**src/rtl/exec_pkg.sv**
```systemverilog
// Shared constants for the execute stage: ALU function codes, ALUOp
// encodings, recognised R-type opcodes and the ALU-control decode helper.
package exec_pkg;

  localparam int unsigned FUNC_W  = 4;
  localparam int unsigned ALUOP_W = 2;
  localparam int unsigned OPC_W   = 11;

  // ALU function codes driven to the ALU
  localparam logic [FUNC_W-1:0] ALU_AND     = 4'b0000;
  localparam logic [FUNC_W-1:0] ALU_ORR     = 4'b0001;
  localparam logic [FUNC_W-1:0] ALU_ADD     = 4'b0010;
  localparam logic [FUNC_W-1:0] ALU_SUB     = 4'b0110;
  localparam logic [FUNC_W-1:0] ALU_PASSB   = 4'b0111;
  localparam logic [FUNC_W-1:0] ALU_NOR     = 4'b1100;
  localparam logic [FUNC_W-1:0] ALU_ILLEGAL = 4'b1111;

  // ALUOp encodings from the control unit; bit 1 selects R-type decode
  localparam logic [ALUOP_W-1:0] ALUOP_LDST  = 2'b00;
  localparam logic [ALUOP_W-1:0] ALUOP_CBZ   = 2'b01;
  localparam logic [ALUOP_W-1:0] ALUOP_RTYPE = 2'b10;

  // Recognised R-type opcodes (instruction[31:21])
  localparam logic [OPC_W-1:0] OPC_ADD = 11'b10001011000;
  localparam logic [OPC_W-1:0] OPC_SUB = 11'b11001011000;
  localparam logic [OPC_W-1:0] OPC_AND = 11'b10001010000;
  localparam logic [OPC_W-1:0] OPC_ORR = 11'b10101010000;

  // ALU control: map ALUOp/opcode to a function code
  function automatic logic [FUNC_W-1:0] decode_alu_func(
    input logic [ALUOP_W-1:0] alu_op,
    input logic [OPC_W-1:0]   opcode
  );
    logic [FUNC_W-1:0] func;
    func = ALU_ILLEGAL;
    if (alu_op[1]) begin
      case (opcode)
        OPC_ADD: func = ALU_ADD;
        OPC_SUB: func = ALU_SUB;
        OPC_AND: func = ALU_AND;
        OPC_ORR: func = ALU_ORR;
        default: func = ALU_ILLEGAL;
      endcase
    end else if (alu_op[0]) begin
      func = ALU_PASSB;
    end else begin
      func = ALU_ADD;
    end
    return func;
  endfunction

endpackage

```
**src/rtl/exec_adder64.sv**
```systemverilog
// Plain WIDTH-bit ripple-style adder with carry in/out.
// Ports: a, b (WIDTH) operands; cin carry-in; s (WIDTH) sum; cout carry-out.
module exec_adder64 #(
  parameter int unsigned WIDTH = 64
) (
  input  logic [WIDTH-1:0] a,
  input  logic [WIDTH-1:0] b,
  input  logic             cin,
  output logic [WIDTH-1:0] s,
  output logic             cout
);

  logic [WIDTH:0] sum_c;

  // One extra bit captures the carry-out
  always_comb begin
    sum_c = {1'b0, a} + {1'b0, b} + (WIDTH+1)'(cin);
  end

  assign s    = sum_c[WIDTH-1:0];
  assign cout = sum_c[WIDTH];

endmodule

```
**src/rtl/alu_exec_unit.sv**
```systemverilog
// Registered execute stage: ALU-control decode, ALU with flags, PC+4 and
// branch-target adders. All outputs are registered, one cycle of latency.
// Ports:
//   clk, reset_n (async active-low)
//   in_valid, opcode, alu_op, operand_a, operand_b, pc, ext_imm : inputs
//   out_valid, alu_func, result, zero, carry, overflow, illegal,
//   pc_plus4, branch_target : registered outputs
module alu_exec_unit
  import exec_pkg::*;
#(
  parameter int unsigned WIDTH = 64
) (
  input  logic               clk,
  input  logic               reset_n,
  input  logic               in_valid,
  input  logic [OPC_W-1:0]   opcode,
  input  logic [ALUOP_W-1:0] alu_op,
  input  logic [WIDTH-1:0]   operand_a,
  input  logic [WIDTH-1:0]   operand_b,
  input  logic [WIDTH-1:0]   pc,
  input  logic [WIDTH-1:0]   ext_imm,
  output logic               out_valid,
  output logic [FUNC_W-1:0]  alu_func,
  output logic [WIDTH-1:0]   result,
  output logic               zero,
  output logic               carry,
  output logic               overflow,
  output logic               illegal,
  output logic [WIDTH-1:0]   pc_plus4,
  output logic [WIDTH-1:0]   branch_target
);

  // ---------------- combinational datapath ----------------
  logic [FUNC_W-1:0] alu_func_c;
  logic              illegal_c;
  logic              is_sub_c;
  logic [WIDTH-1:0]  add_b_c;
  logic [WIDTH-1:0]  add_s_c;
  logic              add_cout_c;
  logic [WIDTH-1:0]  result_c;
  logic              carry_c;
  logic              overflow_c;
  logic              zero_c;
  logic [WIDTH-1:0]  pc_plus4_c;
  logic [WIDTH-1:0]  branch_target_c;
  logic              pc4_cout_unused;
  logic              bt_cout_unused;
  logic              adder_ovf_c;

  always_comb begin
    alu_func_c = decode_alu_func(alu_op, opcode);
    illegal_c  = (alu_func_c == ALU_ILLEGAL);
    is_sub_c   = (alu_func_c == ALU_SUB);
    // Subtract as A + ~B + 1 so carry-out means "no borrow"
    add_b_c    = is_sub_c ? ~operand_b : operand_b;
  end

  exec_adder64 #(.WIDTH(WIDTH)) u_alu_add (
    .a    (operand_a),
    .b    (add_b_c),
    .cin  (is_sub_c),
    .s    (add_s_c),
    .cout (add_cout_c)
  );

  exec_adder64 #(.WIDTH(WIDTH)) u_pc4_add (
    .a    (pc),
    .b    (WIDTH'(4)),
    .cin  (1'b0),
    .s    (pc_plus4_c),
    .cout (pc4_cout_unused)
  );

  // Offset is in words; the shift drops the top two immediate bits
  exec_adder64 #(.WIDTH(WIDTH)) u_bt_add (
    .a    (pc),
    .b    (ext_imm << 2),
    .cin  (1'b0),
    .s    (branch_target_c),
    .cout (bt_cout_unused)
  );

  // Signed overflow: operands agree in sign but the sum does not
  always_comb begin
    adder_ovf_c = (operand_a[WIDTH-1] == add_b_c[WIDTH-1]) &&
                  (add_s_c[WIDTH-1] != operand_a[WIDTH-1]);
  end

  // ALU function select; flags only meaningful for add/sub
  always_comb begin
    result_c   = '0;
    carry_c    = 1'b0;
    overflow_c = 1'b0;
    case (alu_func_c)
      ALU_AND:   result_c = operand_a & operand_b;
      ALU_ORR:   result_c = operand_a | operand_b;
      ALU_ADD, ALU_SUB: begin
        result_c   = add_s_c;
        carry_c    = add_cout_c;
        overflow_c = adder_ovf_c;
      end
      ALU_PASSB: result_c = operand_b;
      ALU_NOR:   result_c = ~(operand_a | operand_b);
      default:   result_c = '0;
    endcase
    zero_c = (result_c == '0);
  end

  // ---------------- output registers ----------------
  logic              out_valid_q,     out_valid_d;
  logic [FUNC_W-1:0] alu_func_q,      alu_func_d;
  logic [WIDTH-1:0]  result_q,        result_d;
  logic              zero_q,          zero_d;
  logic              carry_q,         carry_d;
  logic              overflow_q,      overflow_d;
  logic              illegal_q,       illegal_d;
  logic [WIDTH-1:0]  pc_plus4_q,      pc_plus4_d;
  logic [WIDTH-1:0]  branch_target_q, branch_target_d;

  // Data outputs hold when no valid input is presented
  always_comb begin
    out_valid_d     = in_valid;
    alu_func_d      = alu_func_q;
    result_d        = result_q;
    zero_d          = zero_q;
    carry_d         = carry_q;
    overflow_d      = overflow_q;
    illegal_d       = illegal_q;
    pc_plus4_d      = pc_plus4_q;
    branch_target_d = branch_target_q;
    if (in_valid) begin
      alu_func_d      = alu_func_c;
      result_d        = result_c;
      zero_d          = zero_c;
      carry_d         = carry_c;
      overflow_d      = overflow_c;
      illegal_d       = illegal_c;
      pc_plus4_d      = pc_plus4_c;
      branch_target_d = branch_target_c;
    end
  end

  always_ff @(posedge clk or negedge reset_n) begin
    if (!reset_n) begin
      out_valid_q     <= 1'b0;
      alu_func_q      <= '0;
      result_q        <= '0;
      zero_q          <= 1'b0;
      carry_q         <= 1'b0;
      overflow_q      <= 1'b0;
      illegal_q       <= 1'b0;
      pc_plus4_q      <= '0;
      branch_target_q <= '0;
    end else begin
      out_valid_q     <= out_valid_d;
      alu_func_q      <= alu_func_d;
      result_q        <= result_d;
      zero_q          <= zero_d;
      carry_q         <= carry_d;
      overflow_q      <= overflow_d;
      illegal_q       <= illegal_d;
      pc_plus4_q      <= pc_plus4_d;
      branch_target_q <= branch_target_d;
    end
  end

  assign out_valid     = out_valid_q;
  assign alu_func      = alu_func_q;
  assign result        = result_q;
  assign zero          = zero_q;
  assign carry         = carry_q;
  assign overflow      = overflow_q;
  assign illegal       = illegal_q;
  assign pc_plus4      = pc_plus4_q;
  assign branch_target = branch_target_q;

endmodule

```
**config.mk**
```make
export PLATFORM = sky130hd
export DESIGN_NAME = alu_exec_unit
export DESIGN_NICKNAME = d
export VERILOG_FILES = /design/src/rtl/exec_pkg.sv /design/src/rtl/exec_adder64.sv /design/src/rtl/alu_exec_unit.sv
export SDC_FILE = /design/constraint.sdc
export NUM_CORES = 1
export LEC_CHECK = 0
export CORE_MARGIN = 4
export CORE_UTILIZATION = 30
export DETAILED_ROUTE_END_ITERATION = 8
export PLACE_DENSITY = 0.62
export SLEW_MARGIN = 5
export SYNTH_ARGS = -nofsm -noshare
export SYNTH_HDL_FRONTEND = slang
export SYNTH_SLANG_ARGS = --single-unit
```
**constraint.sdc**
```tcl
create_clock -name clk -period 0.8 [get_ports clk]
set_input_delay 0.08 -clock clk [delete_from_list [all_inputs] [get_ports clk]]
set_output_delay 0.08 -clock clk [all_outputs]
set_load 0.01 [all_outputs]
```
# Word level (Yosys, flattened, before mapping)
# Index checks and enable logic that the tools add are counted.
# word_totals
register_bits	201
latch_bits	0
ram_bits	0
romBits	0
inputBits	272
out_inout_bits	201
elab_cells	40
mem_count	0
# op_classes
addsub	4
n_mul	0
n_div	0
magnitude_cmp	0
eq_ne	12
shift	0
n_mux	7
n_bitwise	4
reduce_logical	4
# ops
operator	n
one-hot mux 64 bit (5 select lines)	1
NOT 64 bit	2
adder 64 x 64 -> 65 bit	1
adder 65 x 1 -> 65 bit	1
adder 64 x 3 -> 64 bit, second input constant	1
adder 64 bit	1
bitwise AND 64 bit	1
logical NOT 64 bit	1
2-to-1 mux 64 bit	1
bitwise OR 64 bit	1
== test 11 bit, second input constant	4
one-hot mux 4 bit (4 select lines)	1
== test 4 x 3 -> 1 bit, second input constant	2
== test 4 bit, second input constant	2
== test 4 x 1 -> 1 bit, second input constant	1
== test 4 x 2 -> 1 bit, second input constant	1
logical NOT 4 bit	1
2-to-1 mux 4 bit	1
2-to-1 mux 3 bit	1
2-to-1 mux 1 bit	2
OR reduction 2 bit	1
== test 1 bit	1
logical AND 1 bit	1
!= test 1 bit	1

# Logic depth before layout (Yosys ltp)
# depth
ltp_word	10
mapped_depth	22
depth_no_buf	18

# Hierarchy
# Synthesis repeated with hierarchy kept, for this count alone.
# unflattened
hier_cells	2597
hier_area_um2	21624.5
# by_module_without_submodules
module	instances	cells_each	area_each_um2	seq_area_each_um2
alu_exec_unit	1	914	10278.6	5029.8
exec_adder64 (u_bt_add ...)	2	567	3824.9	0.0
exec_adder64 (u_alu_add)	1	549	3696.0	0.0

# Least setup slack after synthesis
# OpenSTA, ideal clock, no wires.
# synth_path
kind	in2reg
from	input alu_op[1]
to	register zero_q (netlist: zero)
setup_time_ns	0.074
arrival_time_ns	4.236
required_time_ns	0.726
slack_ns	-3.511
path_stages	20
path_cell_list	clkbuf_1 nor4b_1 nand3_1 clkbuf_1 clkbuf_1 xnor2_1 ha_1 clkbuf_1 and3_1 and4_1 and3_1 a2111oi_4 o22ai_1 nor3_1 o31ai_1 a211o_1 a41o_1 nor4_1 nand2_1 o21ai_2
# synth_between
elab_chain_cells	7
word_cells_on_any_way	13
classes_between	add/sub: 2; eq/ne: 5; mux: 3; reduce/logical: 3
# synth_lines
element	line	rtl
start, declared	alu_exec_unit.sv:17	input logic [ALUOP_W-1:0] alu_op,
2-to-1 mux 4 bit *	exec_pkg.sv:36	if (alu_op[1]) begin
== test 4 x 3 -> 1 bit	alu_exec_unit.sv:53, alu_exec_unit.sv:94	
2-to-1 mux 64 bit	alu_exec_unit.sv:55	add_b_c = is_sub_c ? ~operand_b : operand_b;
adder 64 x 64 -> 65 bit	exec_adder64.sv:17	sum_c = {1'b0, a} + {1'b0, b} + (WIDTH+1)'(cin);
adder 65 x 1 -> 65 bit	exec_adder64.sv:17	
one-hot mux 64 bit (5 select lines) *	alu_exec_unit.sv:94	case (alu_func_c)
logical NOT 64 bit *	alu_exec_unit.sv:106	zero_c = (result_c == '0);
end signal, assigned	alu_exec_unit.sv:158	zero_q <= zero_d;
end, declared	alu_exec_unit.sv:113	logic zero_q, zero_d;
# Every way passes the cells marked *; elsewhere a longest branch is shown, timed or not.
# A chain may end at the register's enable or synchronous reset.

# Worst setup path after layout
# layout_path
from	input opcode[0]
to	register zero_q (netlist: zero)
# layout_between
elab_chain_cells	9
word_cells_on_any_way	18
classes_between	add/sub: 2; eq/ne: 9; mux: 4; reduce/logical: 3
# layout_lines
element	line	rtl
start, declared	alu_exec_unit.sv:16	input logic [OPC_W-1:0] opcode,
== test 11 bit	exec_pkg.sv:37	case (opcode)
one-hot mux 4 bit (4 select lines) *	exec_pkg.sv:37	
2-to-1 mux 4 bit *	exec_pkg.sv:36	
== test 4 x 3 -> 1 bit	alu_exec_unit.sv:53, alu_exec_unit.sv:94	
2-to-1 mux 64 bit	alu_exec_unit.sv:55	
adder 64 x 64 -> 65 bit	exec_adder64.sv:17	
adder 65 x 1 -> 65 bit	exec_adder64.sv:17	
one-hot mux 64 bit (5 select lines) *	alu_exec_unit.sv:94	
logical NOT 64 bit *	alu_exec_unit.sv:106	
# Marks and branches as above.

==> metrics.md <==
| Metric | Value |
|---|---|
| Worst setup margin | -3130 ps |
| Slowest Stage Delay on Critical Path | 380 ps |
| Clock-pin slew on the worst setup and hold paths | 100 ps |
| Root Buffer | clkbuf_16 |
| Pwr per Cell Area | 1380 mW/mm^2 |
| Gp weighted congestion | 0.958 |
| Grt ovf | 0 |
| Most frequent cells in the layout | buf_4 (818), clkdlybuf4s50_1 (380), nor2_1 (210) |
| Leak | 0.0152 uW |
| Area taken by multi-input logic gates | 0.0165 mm^2 |
| Area Overhead vs Synth | 95.0% |
| Vias per inst | 5.33 |
| Die Ht | 254 um |
| Netlist Area Pre-Place | 0.0182 mm^2 |
| # placed instances | 4,096 |
| Total routed wirelength | 93,000 um |
| Core area | 0.0595 mm^2 |
| CTS buffer count | 17 |
| Design area | 0.0354 mm^2 |
| Yosys top cell by area | dfrtp_1 |
| DRC violations left | 0 |
| Total GRT Usage | 27.3% |
| Commonest non-fill, non-tap cell in the layout | buf_4 |
| Max-slew violations | 0 |
| First-pass GRT wire length | 137,000 um |
| Critical path required time | 1240 ps |
| FMAX | 255 MHz |
| FILL cells | 5,043 |
| Cell Count, Final, Fillers Out | 4,298 |
| Worst Hold Class | in -> reg |
| Top cell type's share of synthesized area | 27.4% |
| IO Count | 473 |
| Fin nets | 3,918 |
| Setup TNS | -419,710 ps |
| Synth top area cells | dfrtp_1 (27%), ha_1 (9.3%), a21oi_1 (8.7%) |
| Crit start category | primary input |
| Vias in the first global route | 23,800 |
| H-Tree Level Count | 4 |
| Initial antenna violation count | 9 |
| Max_cap viols | 0 |
| Yosys reg bits | 199 |
| Crit path arrival time | 4370 ps |
| Synth cell types | 92 |
| Setup WS pre-CTS | -4340 ps |
| Final ANT Viol Nets | 0 |
| Cell Area, Placed | 0.0303 mm^2 |
| FF-to-FF setup slack | -70 ps |
| Post-DP HPWL | 70,900 um |
| Mean Syn Cell Area | 8.19 um^2 |
| Largest net degree at the start of global routing | 159 |
| Worst-path cell chain | buf_8 -> nor4b_4 -> nand3_4 -> buf_12 -> buf_16 -> buf_12 -> xnor2_1 -> ha_1 -> a21oi_1 -> o21a_4 -> buf_4 -> o21ai_1 -> nor2_2 -> nand4_1 -> buf_4 -> a31oi_4 -> o211ai_1 -> xor2_1 -> a2111oi_2 -> nand4_1 -> nor4_4 -> nand2_1 -> o21ai_2 |
| RSZ-0062 raised after global routing | true |
| Die width | 254 um |
| Critical-path top delay cell | a2111oi_2 |
| Asr flop ratio synth | 100% |
| CP top delay family | simple AND/OR/NAND/NOR gates |
| Outcome | complete, but fails checks |
| Post-synth EDFFs | 0 |
| Worst Path Buf+Inv | 6 |
| Failing checks | setup timing |
| Post-synthesis sequential area ratio | 27.4% |
| Worst Skew | 0 ps |
| Max FO, Critical Path | 6 |
| Final core occ | 59.6% |
| Quantity of I/O buffers inserted on ports | 470 |
| Critical Path End Type | flop |
| Max-slew headroom | 37.2% |
| Clock sinks | 199 |
| Final Hold Fails | 0 |
| Rows | 89 |
| DR WL/cell | 21.6 um |
| Number of setup violations in the final report | 398 |
| Final period util | 491% |
| Initial Utilization | 30.6% |
| DRT Pass-1 Iters | 6 |
| Prevailing post-synth register cell | dfrtp_1 |
| CTS tree | done |
| Synthesis Warnings | 0 |
| Tmin final | 3930 ps |
| DR vias | 22,900 |
| Clk buf depth | 2 |
| Reg area | 0.00498 mm^2 |
| Peak supply drop | 1750 uV |
| Tightest Pin Transition | 942 ps |
| Cells after Synth | 2,220 |
| Die Area | 0.0646 mm^2 |
| Initial DRC Count | 1,452 |
| Ratio of cells with drive above 1 in the final layout | 46.1% |
| Mapped Nets | 2,629 |
| Skew-Pair Late Insertion Delay | 500 ps |
| Setup Crit Path Kind | in -> reg |
## cell usage after synthesis, types with 7 or more instances
master    instances
o21bai_1         14
nand3_1          71
a221oi_1         11
buf_1            13
o211ai_1         14
and3_1           41
o21ai_1          19
buf_2             8
o21a_1           33
nor2_1          253
nor2b_1          16
a31oi_1          55
clkbuf_1         94
nand2_1         127
nand4_1          41
a21o_1           64
o22ai_1           7
o221ai_1          8
maj3_1           27
o31ai_1          10
and2_1           10
dfrtp_1         199
ha_1            135
nor4_1            7
inv_1            52
a211oi_1         17
a41oi_1           7
a22o_1           16
mux2_2           64
xnor2_1         153
a21boi_0          7
o21ai_0          62
nor3_1           26
xor2_1           73
nand2b_1         14
a21oi_1         315
or3_1             9
and4_1           12
a22oi_1           8
## where the power goes
part	internal (uW)	total [uW]	leakage [uW]	switching, uW
clock network	4410	9890	0.000308	5480
registers	11600	12700	0.00231	1050
logic	14100	26200	0.0126	12100
total	30100	48700	0.0152	18600
## through the flow
stage | hold WS [ps] | total power (uW)
global placement | -25.4 | 34600
detailed placement | -26.8 | 34800
CTS | -36.2 | 47400
finish | 4.33 | 48700
global route | 7.72 | 51000
floorplan | -216 | 22000
## per-layer routing
metal,track usage (%),vias to the layer above,routed length (um)
met5,0,-,66
li1,-,10700,-
met1,32.9,11100,37200
met2,47.3,803,45800
met3,6.15,221,6010
met4,11.3,10,3920
## final timing paths
kind	startpoint	endpoint	cells after the start
setup / recovery	opcode[0]	zero$_DFFE_PN0P_	23
hold / removal	pc[20]	pc_plus4[20]$_DFFE_PN0P_	4
setup reg to reg	result[60]$_DFFE_PN0P_	result[60]$_DFFE_PN0P_	3
hold reg to reg	branch_target[38]$_DFFE_PN0P_	branch_target[38]$_DFFE_PN0P_	1
max in group asynchronous	reset_n	branch_target[58]$_DFFE_PN0P_	3
min in group asynchronous	reset_n	branch_target[44]$_DFFE_PN0P_	2
## repair_timing
action,in CTS,in global routing
cloned,3,1
buffers inserted,133,62
resized for setup,669,217
pin swaps,232,188
hold buffers,8,4
setup endpoints to repair,399,399
endpoints found under the hold margin,208,4
## layout make-up
| cell class | count | area share (%) |
|---|---|---|
| multi-input cells | 1848 | 46.5 |
| repair buffers | 1391 | 34.3 |
| flip-flops and latches | 199 | 14.1 |
| well taps | 773 | 2.73 |
| clock buffers | 17 | 1.20 |
| clock inverters | 15 | 0.614 |
| inverters | 52 | 0.551 |
| diodes | 3 | 0.0212 |
## tightest hold or removal path, cell delays in order
cell	delay, ps
buf_4	100
buf_4	110
xor2_1	60
a21oi_1	130
## flip-flops by register name, indices dropped and copies added, names as in the netlist
name,cells
alu_func,4
branch_target,62
carry,1
illegal,1
out_valid,1
overflow,1
pc_plus4,64
result,64
zero,1
## logic make-up (layout without fill, tap and decap cells)
group                      Yosys count  in the layout  share of synthesized area [%]
muxes                               69             69                           4.24
and+or+nand+nor                    654            654                           17.1
buffers and inverters              173           1475                           3.73
AOI/OAI and AO/OA                  735            735                           25.6
other                                0              3                              0
DFF                                199            199                           27.4
xor gates and xnor gates           226            226                           10.9
adders and majority gates          164            164                           11.0
No activity file was read; power rests on OpenSTA's default activity.
==> RTL edit: new RTL, same flow settings <==
Set the package constant `OPC_W` to 13 (it was 11).
--- a/src/rtl/exec_pkg.sv
+++ b/src/rtl/exec_pkg.sv
@@ -6,3 +6,3 @@
   localparam int unsigned ALUOP_W = 2;
-  localparam int unsigned OPC_W   = 11;
+  localparam int unsigned OPC_W   = 13;
 
Ports: changed (resized opcode); port bits go from 473 to 475. No check against the original RTL was run, so the function may have changed too.
==> RTL edit against the unedited design <==
- the run still ends with setup timing left
- worst setup slack got worse by 0.84 ns
- sequential cell count unchanged
- synthesized area decreased by 1.9%
- critical path depth is 1 higher
- cell area down 2.9%
- wire length decreased by 6.7%
- total power down 4.9%
- final cell count decreased by 2.8%
- highest routed layer is now met4
- critical endpoint unchanged
- clock skew did not move
==> RTL edit: results (changes against the unedited design) <==
| Metric | Value |
|---|---|
| Status | complete, but fails checks |
| Violated checks | setup timing |
| Register area share after synthesis | 27.93% (+0.53 points) |
| Area after DPL | 29,560 um^2 (-2.3%) |
| Final Instance Count excl. Fillers | 4,178 (-2.8%) |
| Global-route wire length before repair | 127.4 mm (-7.0%) |
| Setup violators final | 398 (unchanged) |
| Wire per inst | 20.76 um (-4.0%) |
| Slew HR | 33.02% (-4.2 points) |
| Fin worst setup slack | -3.969 ns (-0.8432 ns) |
| Peak VDD IR | 0.001749 V (+0.18%) |
| Initial antenna violation count | 3 (-6) |
| NumNets Final | 3,803 (-2.9%) |
| Arrival time worst endpoint | 5.22 ns (+0.85 ns) |
| CP max FO | 8 (+2) |
| Syn_nets | 2,580 (-1.9%) |
| Mapped Cells | 2,166 (-2.4%) |
| Critical-path top delay cell | or4_4 |
| Commonest cells post-synth | a21oi_1 (305), nor2_1 (246), dfrtp_1 (199) |
| Vias in the first global route | 22,080 (-7.2%) |
| DP Worst Slack | -5.247 ns (-0.9091 ns) |
| Initial DRT Pass Iterations | 5 (-1) |
| Proportion of layout cells with a drive suffix above 1 | 42.95% (-3.2 points) |
| Input/output buffers | 472 (+0.43%) |
| GP Congestion | 0.9811 (+2.5%) |
| Vias/cell | 5.265 (-1.2%) |
RTL edit: changes by cell type in the layout (fill, tap and decap cells not counted), sizes merged, moves of 9 or more:
| cell | delta |
|---|---|
| dlygate4sd2 | -17 |
| clkbuf | +13 |
| dlymetal6s2s | +57 |
| buf | -113 |
| nand3 | -23 |
| a21oi | -10 |
| o21a | -14 |
| a22o | -9 |
| nand2 | +12 |
| clkdlybuf4s15 | -16 |
| a21o | +18 |
| and3 | -9 |
RTL edit: worst paths after layout:
check	startpoint	end	slack, ns
setup reg to reg	result[35]$_DFFE_PN0P_	result[35]$_DFFE_PN0P_	-0.10
hold reg to reg	result[23]$_DFFE_PN0P_	result[23]$_DFFE_PN0P_	0.48
min in group asynchronous	reset_n	pc_plus4[22]$_DFFE_PN0P_	0.15
setup / recovery	opcode[2]	zero$_DFFE_PN0P_	-3.97
max in group asynchronous	reset_n	branch_target[21]$_DFFE_PN0P_	0.07
hold / removal	ext_imm[1]	branch_target[3]$_DFFE_PN0P_	0.02
RTL edit: metal layers:
| metal | GRT usage (%) | up-vias | share of wire, % |
|---|---|---|---|
| met5 | 0 | - | 0 |
| met4 | 8.559 | 0 | 3.3 |
| met3 | 4.051 | 159 | 5.7 |
| met2 | 42.01 | 736 | 47 |
| met1 | 34.11 | 10740 | 44 |
| li1 | - | 10370 | - |
RTL edit: final cells by class:
class / count / area, um^2
fillers: 4966 / 24480
multi-input cells: 1815 / 15960
repair buffers: 1304 / 11750
flip-flops and latches: 199 / 4980
well taps: 773 / 967.2
clock buffers: 18 / 429.2
inverters: 52 / 195.2
clock inverters: 14 / 135.1
diodes: 3 / 7.507
RTL edit: power by group:
part / total (W) / switching (W) / internal, W / leakage, nW
Sequential: 0.0126 / 0.000961 / 0.0116 / 2.31
Combinational: 0.0247 / 0.0113 / 0.0134 / 12.7
Clock: 0.00907 / 0.00494 / 0.00413 / 0.279
Total: 0.0464 / 0.0172 / 0.0291 / 15.3
RTL edit: repair_timing:
action                     in CTS  in global routing
setup endpoints to repair     399                398
buffers inserted               63                 80
hold endpoints to repair      199                  5
resized for setup             305                495
pin swaps                     162                233
hold buffers                    2                  5
cloned                          3                  0
RTL edit: cell families (layout without fill, tap and decap cells):
| group | Yosys count | after routing | share of synthesized area (%) |
|---|---|---|---|
| xor gates and xnor gates | 229 | 229 | 11.25 |
| AOI/OAI and AO/OA | 720 | 720 | 25.39 |
| DFF | 199 | 199 | 27.93 |
| and+or+nand+nor | 641 | 641 | 17.04 |
| muxes | 62 | 62 | 3.901 |
| other | 0 | 3 | 0 |
| buffers and inverters | 152 | 1388 | 3.284 |
| adders and majority gates | 163 | 163 | 11.20 |
RTL edit: tightest hold or removal path, stage by stage:
cell and delay, ns:
buf_8 0.10, inv_1 0.06, fa_2 0.19, o21ai_1 0.05
